**config.mk**
```make
export PLATFORM = sky130hd
export DESIGN_NAME = frame_flusher
export DESIGN_NICKNAME = d
export VERILOG_FILES = /design/src/rtl/frame_flusher_pkg.sv /design/src/rtl/layer_priority_mux.sv /design/src/rtl/frame_flusher.sv
export SDC_FILE = /design/constraint.sdc
export NUM_CORES = 1
export LEC_CHECK = 0
export BUFFER_PORTS_ARGS = -buffer_cell sky130_fd_sc_hd__buf_2
export CORE_UTILIZATION = 50
export CTS_BUF_LIST = sky130_fd_sc_hd__clkbuf_4 sky130_fd_sc_hd__clkbuf_8
export DETAILED_ROUTE_END_ITERATION = 7
export HOLD_SLACK_MARGIN = 0.08
export PLACE_DENSITY = 0.8
export SKIP_CTS_REPAIR_TIMING = 1
export SLEW_MARGIN = 20
export SYNTH_ARGS = -nofsm -noshare
export SYNTH_HDL_FRONTEND = slang
export SYNTH_SLANG_ARGS = --single-unit
```
**constraint.sdc**
```tcl
create_clock -name clock -period 4.4 [get_ports clock]
set_input_delay 0.44 -clock clock [delete_from_list [all_inputs] [get_ports clock]]
set_output_delay 0.44 -clock clock [all_outputs]
set_load 0.01 [all_outputs]
```
**src/rtl/frame_flusher_pkg.sv**
```systemverilog
// rtl/frame_flusher_pkg.sv - shared widths, screen size and scan states for the frame flusher
package frame_flusher_pkg;

    localparam int COLOUR_W = 6;
    localparam int COORD_W  = 8;
    localparam int SCREEN_W = 160;
    localparam int SCREEN_H = 120;

    typedef enum logic [1:0] {
        IDLE   = 2'd0,
        SCAN   = 2'd1,
        FINISH = 2'd2
    } flush_state_t;

endpackage

```
**src/rtl/layer_priority_mux.sv**
```systemverilog
// rtl/layer_priority_mux.sv - picks the colour of the lowest-index enabled layer, else background
module layer_priority_mux
    import frame_flusher_pkg::*;
#(
    parameter int                    N_LAYERS  = 4,
    parameter logic [COLOUR_W-1:0]   BG_COLOUR = '0
) (
    input  logic [COLOUR_W*N_LAYERS-1:0] layer_colour,
    input  logic [N_LAYERS-1:0]          layer_enable,
    output logic [COLOUR_W-1:0]          colour
);

    // Walk from the highest index down so the lowest enabled index is the last to write.
    always_comb begin
        colour = BG_COLOUR;
        for (int i = N_LAYERS - 1; i >= 0; i--) begin
            if (layer_enable[i]) begin
                colour = layer_colour[i*COLOUR_W +: COLOUR_W];
            end
        end
    end

endmodule

```
**src/rtl/frame_flusher.sv**
```systemverilog
// rtl/frame_flusher.sv - raster-scans the framebuffer, resolves layer priority, issues one plot per cycle
module frame_flusher
    import frame_flusher_pkg::*;
#(
    parameter int                  WIDTH     = SCREEN_W,
    parameter int                  HEIGHT    = SCREEN_H,
    parameter int                  N_LAYERS  = 4,
    parameter logic [COLOUR_W-1:0] BG_COLOUR = '0
) (
    input  logic                         clock,
    input  logic                         reset,
    input  logic                         start,
    input  logic [COLOUR_W*N_LAYERS-1:0] layer_colour,
    input  logic [N_LAYERS-1:0]          layer_enable,
    output logic [COORD_W-1:0]           flush_x,
    output logic [COORD_W-1:0]           flush_y,
    output logic [COORD_W-1:0]           vga_x,
    output logic [COORD_W-1:0]           vga_y,
    output logic [COLOUR_W-1:0]          vga_colour,
    output logic                         vga_plot,
    output logic                         busy,
    output logic                         done,
    output logic [7:0]                   frame_count
);

    localparam logic [COORD_W-1:0] LAST_X = COORD_W'(WIDTH - 1);
    localparam logic [COORD_W-1:0] LAST_Y = COORD_W'(HEIGHT - 1);

    flush_state_t        state;
    logic [COLOUR_W-1:0] selected_colour;

    layer_priority_mux #(
        .N_LAYERS  (N_LAYERS),
        .BG_COLOUR (BG_COLOUR)
    ) u_priority (
        .layer_colour (layer_colour),
        .layer_enable (layer_enable),
        .colour       (selected_colour)
    );

    always_ff @(posedge clock) begin
        if (reset) begin
            state       <= IDLE;
            flush_x     <= '0;
            flush_y     <= '0;
            vga_x       <= '0;
            vga_y       <= '0;
            vga_colour  <= '0;
            vga_plot    <= 1'b0;
            busy        <= 1'b0;
            done        <= 1'b0;
            frame_count <= '0;
        end else begin
            case (state)
                IDLE: begin
                    flush_x  <= '0;
                    flush_y  <= '0;
                    vga_plot <= 1'b0;
                    done     <= 1'b0;
                    // Start is honoured in the done cycle too, so a held start chains frames.
                    if (start) begin
                        state <= SCAN;
                        busy  <= 1'b1;
                    end else begin
                        busy  <= 1'b0;
                    end
                end
                SCAN: begin
                    vga_x      <= flush_x;
                    vga_y      <= flush_y;
                    vga_colour <= selected_colour;
                    vga_plot   <= 1'b1;
                    if (flush_x == LAST_X && flush_y == LAST_Y) begin
                        flush_x <= '0;
                        flush_y <= '0;
                        state   <= FINISH;
                    end else if (flush_x == LAST_X) begin
                        flush_x <= '0;
                        flush_y <= flush_y + 1'b1;
                    end else begin
                        flush_x <= flush_x + 1'b1;
                    end
                end
                FINISH: begin
                    vga_plot    <= 1'b0;
                    done        <= 1'b1;
                    frame_count <= frame_count + 1'b1;
                    state       <= IDLE;
                end
                default: begin
                    state <= IDLE;
                end
            endcase
        end
    end

endmodule

```
==> results.toml <==
[placement]
hpwl_um = 3770
portBuffers = 79
placed_cell_area_mm2 = 0.00271
routabilityCongestion = 0.827

[critical_path]
cp-end-kind = "flop"
r2r_start = "state[0]"
startpoint_type = "flop"
endpoint = "flush_y[5]"
cp_cell_sequence = "nor2b_2 > nand2_1 > or4_4 > o211ai_2"
worst-path-buf-inv = 0
slowest_delay_ns = 0.87
slowest_stage = "nor2b_2"
rr_worst_depth = 4
critPathLaunch = "state[0]"
crit_fanout = 28
crit_cells = 4
worstPathRequired_ns = 4.63
worstSetupPathType = "reg2reg"
r2r_setup_slack_ns = 2.15
r2r_end = "flush_y[5]"
arrival_ns = 2.48
crit_family = "simple AND/OR/NAND/NOR gates"

[synth]
synth_most_common_cell = "nand2_1"
async_flop_share_pct = 0
ys_seq_area_share_pct = 43.7
synth-edff-count = 0
synth_nets = 327
yosys_warnings = 0
synthTopCellsByArea = "dfxtp_1, nand2_1, a21oi_1"
avgSynthCellArea_um2 = 7.98
synth_top_area_share_pct = 43.7
synth-seq-cells = 51
syn_area_mm2 = 0.00234
synthCells = 293
yosys.area.top_type = "dfxtp_1"
yosys-top-cells-count = "nand2_1, dfxtp_1, a21oi_1"
ys.flop_type = "dfxtp_1"
synth_cell_types = 41

[clock_tree]
cts_htree_levels = 2
numCtsBuffers = 5
clk_latency_ns = 0.30
cts_buffer_depth = 2
tritoncts = "yes"
root_buffer = "clkbuf_8"
clk_pin_slew_ns = 0.08
cts.sinks = 51

[detailed_routing]
vias = 2239
drt.antenna.violating_nets = 0
dr.pass1.iters = 4
viasPerCell = 5.42
drc = 0
drt_iter0_drc = 106
wl_per_cell_um = 12.9
routed_wirelength_um = 5340

[finish]
area_growth_pct = 19.9
drive_gt1_share_pct = 26.6
nets = 394
post-route-cell-area_mm2 = 0.00280
final_core_util_pct = 63.5
diodes = 0

[job]
max_cap_violations = 0

[power_and_ir_drop]
ir_worst_vdd_v = 0.000156
p_leak_nw = 1.25
power_density_mw_per_mm2 = 291

[floorplan]
core_area_mm2 = 0.00441
ios = 80
die-width_um = 70.4
core.rowCount = 24
die-area_mm2 = 0.00495
die_h_um = 70.4
initial_core_util_pct = 52.9

[sta]
rsz0062_at_grt = "false"
setup_viol = 0
final-hold-violation-count = 0
slew_viol_final = 0
period_needed_ns = 2.25
skew_ns = 0.00414
tightestPinTransition_ns = 0.989
fin_setup_tns_ns = 0
max_freq_mhz = 444
slew_headroom_pct = 33.7
fin_crit_sh_pct = 51.2

[grt]
grt_usage_pct = 23.0
grt_pass1_vias = 2095
antenna_found_initial = 0
overflow = 0
grt_pass1_wl_um = 9200
grt_start_max_net_pins = 36

[status]
status = "finished, final reports clean"

[worst_hold_path]
min_path_type = "in2reg"
-- cell type report --
class	count	area (um2)
Clock inverter	1	5.00
Inverter	12	45.0
Sequential cell	51	1020
Clock buffer	7	83.8
Timing Repair Buffer	79	395
Fill cell	408	1610
Tap cell	52	65.1
Multi-Input combinational cell	211	1190
-- cells in the final DEF, fill, tap and decap left out, drive strengths merged, types with 2 or more instances in the layout --
| cell | netlist | routed |
|---|---|---|
| buf | 6 | 79 |
| nand2 | 55 | 55 |
| dfxtp | 51 | 51 |
| a21oi | 34 | 34 |
| nor2 | 33 | 33 |
| o21ai | 17 | 17 |
| inv | 12 | 12 |
| xnor2 | 8 | 8 |
| nand3 | 7 | 7 |
| clkbuf | 13 | 7 |
| a221oi | 6 | 6 |
| nand4 | 5 | 5 |
| and4 | 3 | 3 |
| mux2i | 3 | 3 |
| a22oi | 3 | 3 |
| nor3 | 3 | 3 |
| nor4 | 3 | 3 |
| ha | 3 | 3 |
| nor2b | 3 | 3 |
| o22ai | 2 | 2 |
| xor2 | 2 | 2 |
| a32oi | 2 | 2 |
| or3 | 2 | 2 |
| a31o | 2 | 2 |
| a31oi | 2 | 2 |
| nand3b | 2 | 2 |
-- registers in the layout, indices dropped and copies added (netlist names) --
| signal | flops |
|---|---|
| vga_x | 8 |
| vga_colour | 6 |
| state | 2 |
| done | 1 |
| vga_plot | 1 |
| busy | 1 |
| flush_x | 8 |
| vga_y | 8 |
| frame_count | 8 |
| flush_y | 8 |
-- report_power, final --
| part | switching, mW | total [mW] | leakage (nW) | internal [mW] |
|---|---|---|---|---|
| Clock | 0.146 | 0.271 | 0.0491 | 0.124 |
| Combinational | 0.0436 | 0.0697 | 0.792 | 0.0261 |
| Sequential | 0.00562 | 0.474 | 0.413 | 0.468 |
-- logic make-up after synthesis --
group           synth area share (%)
compound gates                  18.3
xor+xnor                        3.75
fa+ha+maj                       1.61
buf+inv                         5.62
flops                           43.7
mux                             1.77
simple gates                    25.3
-- worst min path at each step --
stage                     startpoint       end  slack (ns)  depth (start not counted)
final                          start      busy        0.39                          3
after global routing           start      busy        0.41                          3
after CTS                      start      busy        0.38                          3
after detailed placement    vga_x[6]  vga_x[6]        0.44                          2
after global placement      vga_x[6]  vga_x[6]        0.44                          2
after floorplan             vga_plot  vga_plot        0.47                          2
-- per-layer routing --
layer | wire (um) | vias to the layer above | GRT usage (%)
met5 | 0 | - | 0
met4 | 82 | 0 | 10.9
met3 | 270 | 8 | 5.77
met1 | 2430 | 1029 | 29.1
met2 | 2560 | 57 | 36.3
li1 | - | 1145 | -
-- tightest hold or removal path: stages --
cell and delay (ns):
buf_2 0.11, nand2_1 0.05, a21oi_1 0.05
-- metrics by stage --
stage               setup WS, ns  cells  hold slack [ns]  power (mW)
global route                1.98    413            0.411       0.849
finish                      2.15    413            0.395       0.814
floorplan                   2.73    293            0.471       0.527
global placement            2.26    405            0.439       0.552
detailed placement          2.15    405            0.444       0.554
CTS                         2.13    413            0.381       0.821
Power figures use the tool's default switching activity.
